$ cat config.mk
export PLATFORM = sky130hd
export DESIGN_NAME = crc32_frame_ctrl
export DESIGN_NICKNAME = d
export VERILOG_FILES = /design/src/rtl/crc32_frame_ctrl.sv
export SDC_FILE = /design/constraint.sdc
export NUM_CORES = 1
export LEC_CHECK = 0
export CORE_ASPECT_RATIO = 2
export CORE_MARGIN = 10
export CORE_UTILIZATION = 45
export CTS_CLUSTER_DIAMETER = 200
export CTS_CLUSTER_SIZE = 25
export DETAILED_ROUTE_END_ITERATION = 10
export GPL_ROUTABILITY_DRIVEN = 1
export PLACE_DENSITY = 0.76
export SYNTH_ARGS = -nofsm -noshare
export SYNTH_HDL_FRONTEND = slang
export SYNTH_SLANG_ARGS = --single-unit
$ cat constraint.sdc
create_clock -name clk -period 2.2 [get_ports clk]
set_clock_uncertainty 0.2 [all_clocks]
set_input_delay 0.44 -clock clk [delete_from_list [all_inputs] [get_ports clk]]
set_output_delay 0.44 -clock clk [all_outputs]
set_load 0.02 [all_outputs]
$ cat src/rtl/crc32_frame_ctrl.sv
// Byte-stream to serial CRC32 engine controller: one bit per clock, LSB first, one-byte skid.
// Optional CRC32_FRAME_CTRL_CHECK_EN adds exp_crc/res_match for in-line CRC comparison.
module crc32_frame_ctrl #(
    parameter int unsigned MAX_LEN = 65535
) (
    input  logic        clk,
    input  logic        rst_n,
    input  logic        s_valid,
    output logic        s_ready,
    input  logic [7:0]  s_data,
    input  logic        s_last,
    output logic        crc_clr,
    output logic        crc_din,
    input  logic [31:0] crc_val,
    output logic        res_valid,
    input  logic        res_ready,
    output logic [31:0] res_crc,
    output logic [15:0] res_len,
    output logic        res_err
`ifdef CRC32_FRAME_CTRL_CHECK_EN
    ,
    input  logic [31:0] exp_crc,
    output logic        res_match
`endif
);

    localparam logic [15:0] MaxLen = 16'(MAX_LEN);

    typedef enum logic [1:0] {StIdle, StShift, StCapt, StDone} state_t;

    state_t      state_q, state_d;
    logic [7:0]  sh_q, sh_d;
    logic [2:0]  idx_q, idx_d;
    logic [15:0] len_q, len_d, len_inc;
    logic        cur_last_q, cur_last_d;
    logic [7:0]  hold_q, hold_d;
    logic        hold_full_q, hold_full_d;
    logic        hold_last_q, hold_last_d;
    logic        err_q, err_d;
    logic        drain_q, drain_d;
    logic        rdy;
    logic [31:0] res_crc_q;
    logic [15:0] res_len_q;
    logic        res_err_q;

    assign len_inc = (len_q == MaxLen) ? len_q : len_q + 16'd1;

    always_comb begin
        state_d     = state_q;
        sh_d        = sh_q;
        idx_d       = idx_q;
        len_d       = len_q;
        cur_last_d  = cur_last_q;
        hold_d      = hold_q;
        hold_full_d = hold_full_q;
        hold_last_d = hold_last_q;
        err_d       = err_q;
        drain_d     = drain_q;
        rdy         = 1'b0;
        crc_clr     = 1'b1;
        crc_din     = 1'b0;
        res_valid   = 1'b0;
        unique case (state_q)
            StIdle: begin
                rdy = 1'b1;
                if (s_valid) begin
                    // After an underrun, swallow the rest of the aborted frame.
                    if (drain_q) begin
                        if (s_last) drain_d = 1'b0;
                    end else begin
                        sh_d       = s_data;
                        idx_d      = 3'd0;
                        len_d      = 16'd1;
                        cur_last_d = s_last;
                        err_d      = 1'b0;
                        state_d    = StShift;
                    end
                end
            end
            StShift: begin
                crc_clr = 1'b0;
                crc_din = sh_q[idx_q];
                rdy     = !hold_full_q && !cur_last_q;
                idx_d   = idx_q + 3'd1;
                if (idx_q != 3'd7) begin
                    if (s_valid && rdy) begin
                        hold_d      = s_data;
                        hold_full_d = 1'b1;
                        hold_last_d = s_last;
                    end
                end else if (cur_last_q) begin
                    state_d = StCapt;
                end else if (hold_full_q) begin
                    sh_d        = hold_q;
                    cur_last_d  = hold_last_q;
                    hold_full_d = 1'b0;
                    len_d       = len_inc;
                end else if (s_valid) begin
                    sh_d       = s_data;
                    cur_last_d = s_last;
                    len_d      = len_inc;
                end else begin
                    err_d   = 1'b1;
                    drain_d = 1'b1;
                    state_d = StCapt;
                end
            end
            StCapt: begin
                state_d = StDone;
            end
            StDone: begin
                res_valid = 1'b1;
                if (res_ready) state_d = StIdle;
            end
            default: state_d = StIdle;
        endcase
    end

    // Ready is forced low while reset is asserted even though the state reads IDLE.
    assign s_ready = rdy & rst_n;
    assign res_crc = res_crc_q;
    assign res_len = res_len_q;
    assign res_err = res_err_q;

    always_ff @(posedge clk or negedge rst_n) begin
        if (!rst_n) begin
            state_q     <= StIdle;
            sh_q        <= 8'd0;
            idx_q       <= 3'd0;
            len_q       <= 16'd0;
            cur_last_q  <= 1'b0;
            hold_q      <= 8'd0;
            hold_full_q <= 1'b0;
            hold_last_q <= 1'b0;
            err_q       <= 1'b0;
            drain_q     <= 1'b0;
            res_crc_q   <= 32'd0;
            res_len_q   <= 16'd0;
            res_err_q   <= 1'b0;
        end else begin
            state_q     <= state_d;
            sh_q        <= sh_d;
            idx_q       <= idx_d;
            len_q       <= len_d;
            cur_last_q  <= cur_last_d;
            hold_q      <= hold_d;
            hold_full_q <= hold_full_d;
            hold_last_q <= hold_last_d;
            err_q       <= err_d;
            drain_q     <= drain_d;
            if (state_q == StCapt) begin
                res_crc_q <= ~crc_val;
                res_len_q <= len_q;
                res_err_q <= err_q;
            end
        end
    end

`ifdef CRC32_FRAME_CTRL_CHECK_EN
    logic res_match_q;
    assign res_match = res_match_q;

    always_ff @(posedge clk or negedge rst_n) begin
        if (!rst_n) begin
            res_match_q <= 1'b0;
        end else if (state_q == StCapt) begin
            res_match_q <= (~crc_val == exp_crc) && !err_q;
        end
    end
`endif

endmodule

* Word level (Yosys, flattened, before mapping)
Cells that the tools add are included.
** Storage, ports and cells
- Word-level logic and storage cells :: 102
- Input bits :: 45
- Register bits :: 91
** Cells by class
- Magnitude comparators :: 1
- Bitwise operators :: 2
- Multiplexer cells :: 53
- Equal/unequal tests :: 17
- Reduce and logical (&&, ||, !) cells :: 14
- $add $sub $neg :: 2
** Operators with widths (number)
- $mux W16 :: 7
- $mux W8 :: 6
- $not A32 Y32 :: 1
- $pmux W16 S2 :: 1
- $mux W1 :: 22
- $reduce_and A6 Y1 :: 3
- $add A16 B1 Y16 const B :: 1
- $eq A16 B16 Y1 const B :: 1
- $pmux W8 S2 :: 1
- $mux W2 :: 7
- $ne A2 B2 Y1 const B :: 7
- $ne A3 B3 Y1 const B :: 4
- $reduce_and A3 Y1 :: 3
- $pmux W1 S2 :: 4
- $pmux W2 S4 :: 1
- $reduce_and A7 Y1 :: 1
- $mux W3 :: 2
- $pmux W3 S2 :: 1
- $eq A2 B2 Y1 const B :: 2
- $lt A3 B4 Y1 const B :: 1
- $ne A2 B1 Y1 const B :: 2
- $reduce_and A4 Y1 :: 1
- $add A3 B1 Y3 const B :: 1
- $bmux W1 S3 :: 1
- 6 further kinds :: 8

* Depth between registers and ports, before layout
Gate-level depths: netlist (run 1).
- Word-level depth :: 7
- Mapped depth :: 9
- Gate-level depth less buffers :: 7

* Worst setup path after synthesis (run 1)
OpenSTA, ideal clock, no wires.
- Path type :: register to register
- Start point :: register idx_q[0]
- End point :: register len_q[10]
- Library setup time :: 0.124 ns
- Path slack :: 0.064 ns
- Arrival :: 1.812 ns
- Data required time :: 1.876 ns
- Path buffers :: 1
- Cell stages (with the launch flop) :: 9
- Cells stage by stage :: dfrtp_1 ha_1 ha_1 nand2b_1 o21ai_2 o211ai_4 or2_4 buf_6 a211o_1
** On the way
- Longest elaborated chain between the ends :: 3
** RTL lines
- start: declaration :: line 33 : logic [2:0] idx_q, idx_d;
- start signal: assignment :: line 143 : idx_q <= idx_d;
- $ne A3 B3 Y1 :: line 85 : if (idx_q != 3'd7) begin
- $ne A2 B2 Y1 (no line)
- $reduce_and A6 Y1 (no line)
- end signal: assignment :: line 144 : len_q <= len_d;
- end: declaration :: line 34 : logic [15:0] len_q, len_d, len_inc;
Every way passes these cells.
A chain may end at the register's enable or synchronous reset.

* Worst setup path after layout (run 1)
- Start point :: register idx_q[0]
- End point :: output port crc_din
** On the way
- Longest elaborated chain between the ends :: 3
** RTL lines
- $bmux W1 S3 :: line 82 : crc_din = sh_q[idx_q];
- $mux W1 (not written as such) :: line 82
- $mux W1 :: line 63 : unique case (state_q)
- end: declaration :: line 13 : output logic crc_din,
Every way passes these cells. The select of a mux whose other input is x is not followed.

==> impl_metrics.csv, run 1 <==
group,metric,value,unit
worst_hold_path,hold_path.class,"flip-flop to flip-flop",
sta,clock.fmax,0.439,GHz
status,failed_checks,"negative setup slack",
routing,drt-vias-per-instance,5.44,
worst_setup_path,startpoint_type,"flip-flop",
placement,dp.cells,575,
grt,grt_pass1_wl,17400,um
grt,grt_usage,0.159,
pwr,leakage,2.71,nW
cts,clock_path_buffers,2,
logic_synthesis,syn_avg_cell_area,11.6,sq um
cts,cts_root_buf,"clkbuf_16",
grt,met1_usage,0.166,
layout,fin_nets,543,
cts,cts_sinks,91,
grt,antenna_found_initial,0,
routing,drt_iter0_drc,166,
sta,setup_viol,2,
logic_synthesis,post-synth-top-count-cell,"dfrtp_1",
sta,timing.final.crit_period,2.28,ns
floorplan,placementRows,49,
sta,relSlewSlack,0.685,
placement,place_ws,-0.134,ns
routing,routedWlPerCell,18.1,um
status,status,"finished with violations",
routing,wirelength,10800,um
grt,grt_use_met2,0.284,
placement,gp_congestion,0.809,
floorplan,die_y,156,um
logic_synthesis,ys.flop_type,"dfrtp_1",
worst_setup_path,crit_fanout,3,
logic_synthesis,netlist_instances,361,
grt,grt_pass1_vias,3530,
placement,io_buffers,97,
layout,fin_cells,597,
sta,fin_crit_sh,1.04,
layout,syn_to_final_growth,41.5,%
pwr,peakVddDrop,901,uV
worst_setup_path,required,1.56,ns
floorplan,die_w,88.2,um
worst_setup_path,cpPeakStageDelay,0.51,ns
worst_setup_path,cp-end-kind,"primary output",
worst_setup_path,cp.arrival,1.64,ns
cts,numCtsBuffers,9,
grt,met3_usage,0.0312,
logic_synthesis,syn_area,4180,sq um
pwr,power.density,1380,nW/um^2
grt,overflow,0,
sta,rsz0062_at_grt,"true",
worst_setup_path,crit_chain,"mux4_2 -> mux2i_1 -> nor2_1 -> buf_2",
logic_synthesis,ys_warn_count,0,
placement,dp_hpwl,7680,um
sta,fin_ws,-0.0786,ns
cts,htree_levels,3,
logic_synthesis,synth_top_area_cell,"dfrtp_1",
sta,tightest_slew,0.473,ns
routing,vias,3246,
logic_synthesis,async_flop_share,1.00,
floorplan,die-area,13800,sq um
floorplan,initial_core_util,0.464,
worst_setup_path,slowest_stage,"mux4_2",
worst_setup_path,crit_type,"flip-flop to primary output",
logic_synthesis,synthTopCellsByCount,"dfrtp_1, mux2i_1, inv_1, mux2_2, o21ai_0",
flow_run,cap_viol_max_count,0,
sta,finalMaxSlewViolations,0,
layout,drive_above_1_share,0.214,
sta,hold_viol,0,
floorplan,fp.coreArea,9010,sq um
cts,clk_pin_slew_worst_paths,0.07,ns
layout,final_util,0.657,
logic_synthesis,synthesis.nets,414,
floorplan,num_io_pins,98,
layout,diodes,0,
logic_synthesis,netlist.area_leader.share,0.544,
cts,insertion_delay,0.35,ns
logic_synthesis,ys_seq_area_frac,0.544,
grt,grt_max_degree,92,
routing,post-route-drc-count,0,
routing,dr.pass1.iters,4,
logic_synthesis,ys_ff_latch,91,
logic_synthesis,ys_top_cells_by_area,"dfrtp_1, mux2i_1, mux2_2",
logic_synthesis,synth_cell_types,43,
grt,grt_most_used_layer,"met2",
routing,drt.antenna.violating_nets,0,
logic_synthesis,synth_edf_count,0,
cts,tritoncts,"done",
## final cells by class
type                    instances  area (sq um)
fillers                       677          3100
flip-flops and latches         91          2280
multi-input cells             217          1780
repair buffers                134          1310
clock buffers                   9           225
inverters                      37           139
well taps                     102           128
clock inverters                 7          57.6
## routing by layer
layer	wire length, um	vias to the layer above
met4	311	0
li1	-	1525
met1	4000	1601
met2	5800	99
met3	703	21
met5	0	-
## critical path: cells and delay by family, from the launching register on
kind          cells  cell delay (ns)
simple gates      1             0.06
flops             1             0.41
buf+inv           1             0.16
mux               2             0.66
## stage by stage
step           power [mW]  cell area (sq um)  setup TNS [ns]  hold slack, ns
2_1_floorplan        4.83               4180               0         -0.0556
3_3_place_gp         6.27               5470           -1.24           0.268
3_5_place_dp         6.44               5470           -1.86           0.282
4_1_cts              8.21               5890          -0.929           0.290
5_1_grt              8.65               5920          -0.313           0.324
6_report             8.15               5920         -0.0841           0.297
## placed cells by master (no fill, tap or decap), types with 3 or more instances in the layout
| cell | Yosys | final |
|---|---|---|
| inv_6 | 0 | 4 |
| buf_12 | 0 | 3 |
| mux2_2 | 28 | 27 |
| ha_1 | 8 | 4 |
| buf_6 | 1 | 4 |
| buf_4 | 0 | 29 |
| inv_1 | 36 | 36 |
| nand3_1 | 10 | 10 |
| a32o_1 | 3 | 3 |
| o21ai_0 | 25 | 24 |
| nand2_1 | 21 | 20 |
| clkdlybuf4s50_1 | 0 | 92 |
| and3_1 | 4 | 4 |
| or3_1 | 5 | 5 |
| nand2b_1 | 8 | 7 |
| nor4_1 | 4 | 4 |
| dfrtp_1 | 91 | 90 |
| clkbuf_16 | 0 | 9 |
| nor2_1 | 11 | 10 |
| a21oi_1 | 8 | 8 |
| a22o_1 | 8 | 8 |
| mux2i_1 | 41 | 41 |
## sequential cells by signal, indices dropped and copies added (netlist names)
register / cells
err_q: 1
hold_q: 8
len_q: 16
cur_last_q: 1
drain_q: 1
res_err: 1
hold_last_q: 1
sh_q: 8
idx_q: 3
hold_full_q: 1
res_crc: 32
res_len: 16
state_q: 2
## where the power goes
group          internal, mW  switching [mW]  total (mW)
Sequential             2.28           0.365        2.65
Combinational          1.99            2.04        4.04
Clock                 0.783           0.685        1.47
Total                  5.06            3.09        8.15
## final timing paths
kind | start | endpoint | slack, ns | cells past startpoint
max in group asynchronous | rst_n | idx_q[0] | 0.95 | 3
hold / removal | sh_q[1] | sh_q[1] | 0.30 | 2
hold reg to reg | sh_q[1] | sh_q[1] | 0.30 | 2
setup / recovery | idx_q[0] | crc_din | -0.08 | 4
min in group asynchronous | rst_n | state_q[1] | 0.49 | 3
setup reg to reg | state_q[1] | len_q[0] | -0.01 | 6
## logic make-up (layout without fill, tap and decap cells)
logic type                 Yosys count  count (layout)  share of synthesized area
AOI/OAI and AO/OA                   62              62                      0.103
adders and majority gates            8               8                     0.0239
buffers and inverters               54             187                     0.0515
DFF                                 91              91                      0.544
muxes                               71              71                      0.184
and+or+nand+nor                     75              76                     0.0933
## what timing repair did
item / 4_1_cts / 5_1_grt
endpoints found under the setup margin: 26 / 35
cloned: 3 / 0
pin swaps: 2 / 3
gates resized for setup: 29 / 9
hold buffers: 1 / 0
setup buffers: 3 / 0
endpoints found under the hold margin: 91 / 0
Power figures use the tool's default switching activity.
==> inputs of run 2 (changes only) <==
Settings changed: CORE_MARGIN 10 to default, SLEW_MARGIN from default to 15.
==> impl_metrics.csv, run 2 (synthesized netlist as in run 1, its figures left out) <==
group,metric,value,unit
layout,finalInstanceArea,5910,sq um
status,failed_checks,"negative setup slack",
sta,setup_tns,-0.0856,ns
layout,fin_nets,549,
routing,dr.max_layer_used,"met4",
cts,cts_sinks,91,
worst_setup_path,cp-end-kind,"primary output",
grt,grt_usage,0.198,
layout,drive_above_1_share,0.224,
cts,cts_root_buf,"clkbuf_16",
placement,gp_congestion,0.916,
sta,finalMaxSlewViolations,0,
sta,fin_ws,-0.0511,ns
floorplan,die_w,70.2,um
sta,setup_viol,8,
layout,final_common_cell,"clkdlybuf4s50_1",
grt,grt_pass1_wl,15200,um
cts,clk_pin_slew_worst_paths,0.06,ns
worst_setup_path,cp.arrival,1.61,ns
floorplan,fp.coreArea,9010,sq um
grt,antenna_found_initial,0,
floorplan,placementRows,49,
sta,clock.fmax,0.444,GHz
layout,final_cell_mix,"clkdlybuf4s50_1, dfrtp_1, mux2i_1, inv_1, buf_4",
routing,vias,3179,
cts,numCtsBuffers,9,
status,status,"finished with violations",
layout,diodes,0,
placement,dp_hpwl,6650,um
grt,overflow,0,
sta,hold_viol,0,
routing,routed-wl-met3,367,um
worst_setup_path,crit_type,"flip-flop to primary output",
cts,tritoncts,"done",
routing,drt.antenna.violating_nets,0,
cts,htree_levels,3,
routing,wirelength,9260,um
layout,largest_reg_flops,32,
cts,insertion_delay,0.34,ns
flow_run,cap_viol_max_count,0,
placement,io_buffers,97,
cts,clock_path_buffers,2,
floorplan,initial_core_util,0.464,
routing,post-route-drc-count,0,
floorplan,die-area,9710,sq um
layout,syn_to_final_growth,41.2,%
routing,dr.pass1.iters,4,
worst_setup_path,required,1.56,ns
routing,routedWlPerCell,15.4,um
routing,drt_iter0_drc,162,
worst_setup_path,r2r_slack,-0.01,ns
routing,wl_met1,3360,um
routing,drt-vias-per-instance,5.27,
pwr,power.density,1340,nW/um^2
sta,tightest_slew,0.466,ns
pwr,peakVddDrop,697,uV
worst_hold_path,hold_path.class,"flip-flop to flip-flop",
worst_setup_path,crit_fanout,3,
pwr,leakage,2.71,nW
floorplan,die_y,138,um
sta,fin_crit_sh,1.02,
sta,rsz0062_at_grt,"true",
placement,place_area,5530,sq um
sta,timing.final.crit_period,2.25,ns
sta,relSlewSlack,0.689,
floorplan,num_io_pins,98,
worst_setup_path,startpoint_type,"flip-flop",
routing,wl_met2,5240,um
grt,grt_pass1_vias,3228,
grt,grt_max_degree,92,
==> run 2: final cells by class <==
type	instances	area [sq um]
Multi-Input combinational cell	217	1740
Tap cell	102	128
Clock inverter	6	51.3
Fill cell	713	3110
Inverter	37	139
Sequential cell	91	2280
Timing Repair Buffer	140	1340
Clock buffer	10	229
==> run 2: final timing paths <==
check | startpoint | endpoint | cells after the start
setup reg to reg | idx_q[0] | len_q[12] | 8
max in group asynchronous | rst_n | idx_q[0] | 3
hold reg to reg | sh_q[3] | sh_q[3] | 2
min in group asynchronous | rst_n | res_crc[0] | 3
setup / recovery | idx_q[0] | crc_din | 4
hold / removal | sh_q[3] | sh_q[3] | 2
==> run 2: critical path, cell delays in order (launching register included) <==
cell and delay (ns):
dfrtp_2 0.40, mux4_2 0.50, mux2i_1 0.15, nor2_1 0.07
buf_2 0.15
==> run 2: timing repair <==
| action | 4_1_cts | 5_1_grt |
|---|---|---|
| buffers inserted | 0 | 3 |
| hold buffers | 1 | 0 |
| endpoints found under the hold margin | 91 | 0 |
| cloned | 0 | 2 |
| setup endpoints to repair | 22 | 26 |
| pin swaps | 1 | 6 |
| gates resized for setup | 19 | 18 |
==> run 2: where the power goes <==
part	switching (mW)	total (mW)	internal, mW
Clock	0.648	1.43	0.779
Combinational	1.97	3.89	1.92
Sequential	0.341	2.62	2.28
==> run 2: layer usage <==
layer  up-vias  GRT usage
met1      1525      0.207
met4         0      0.107
met5         -          0
li1       1542          -
met3        21     0.0401
met2        91      0.361
==> run 2: through the flow <==
stage	std cells	total power, mW	hold WS [ns]	utilization	setup WS, ns
after floorplan	361	4.83	-0.0556	-	0.0641
after global placement	581	6.31	0.262	0.613	-0.0815
after detailed placement	581	6.48	0.284	0.613	-0.117
after CTS	598	7.91	0.299	0.645	-0.0731
after global routing	603	8.43	0.315	0.655	-0.117
final	603	7.94	0.296	0.655	-0.0511
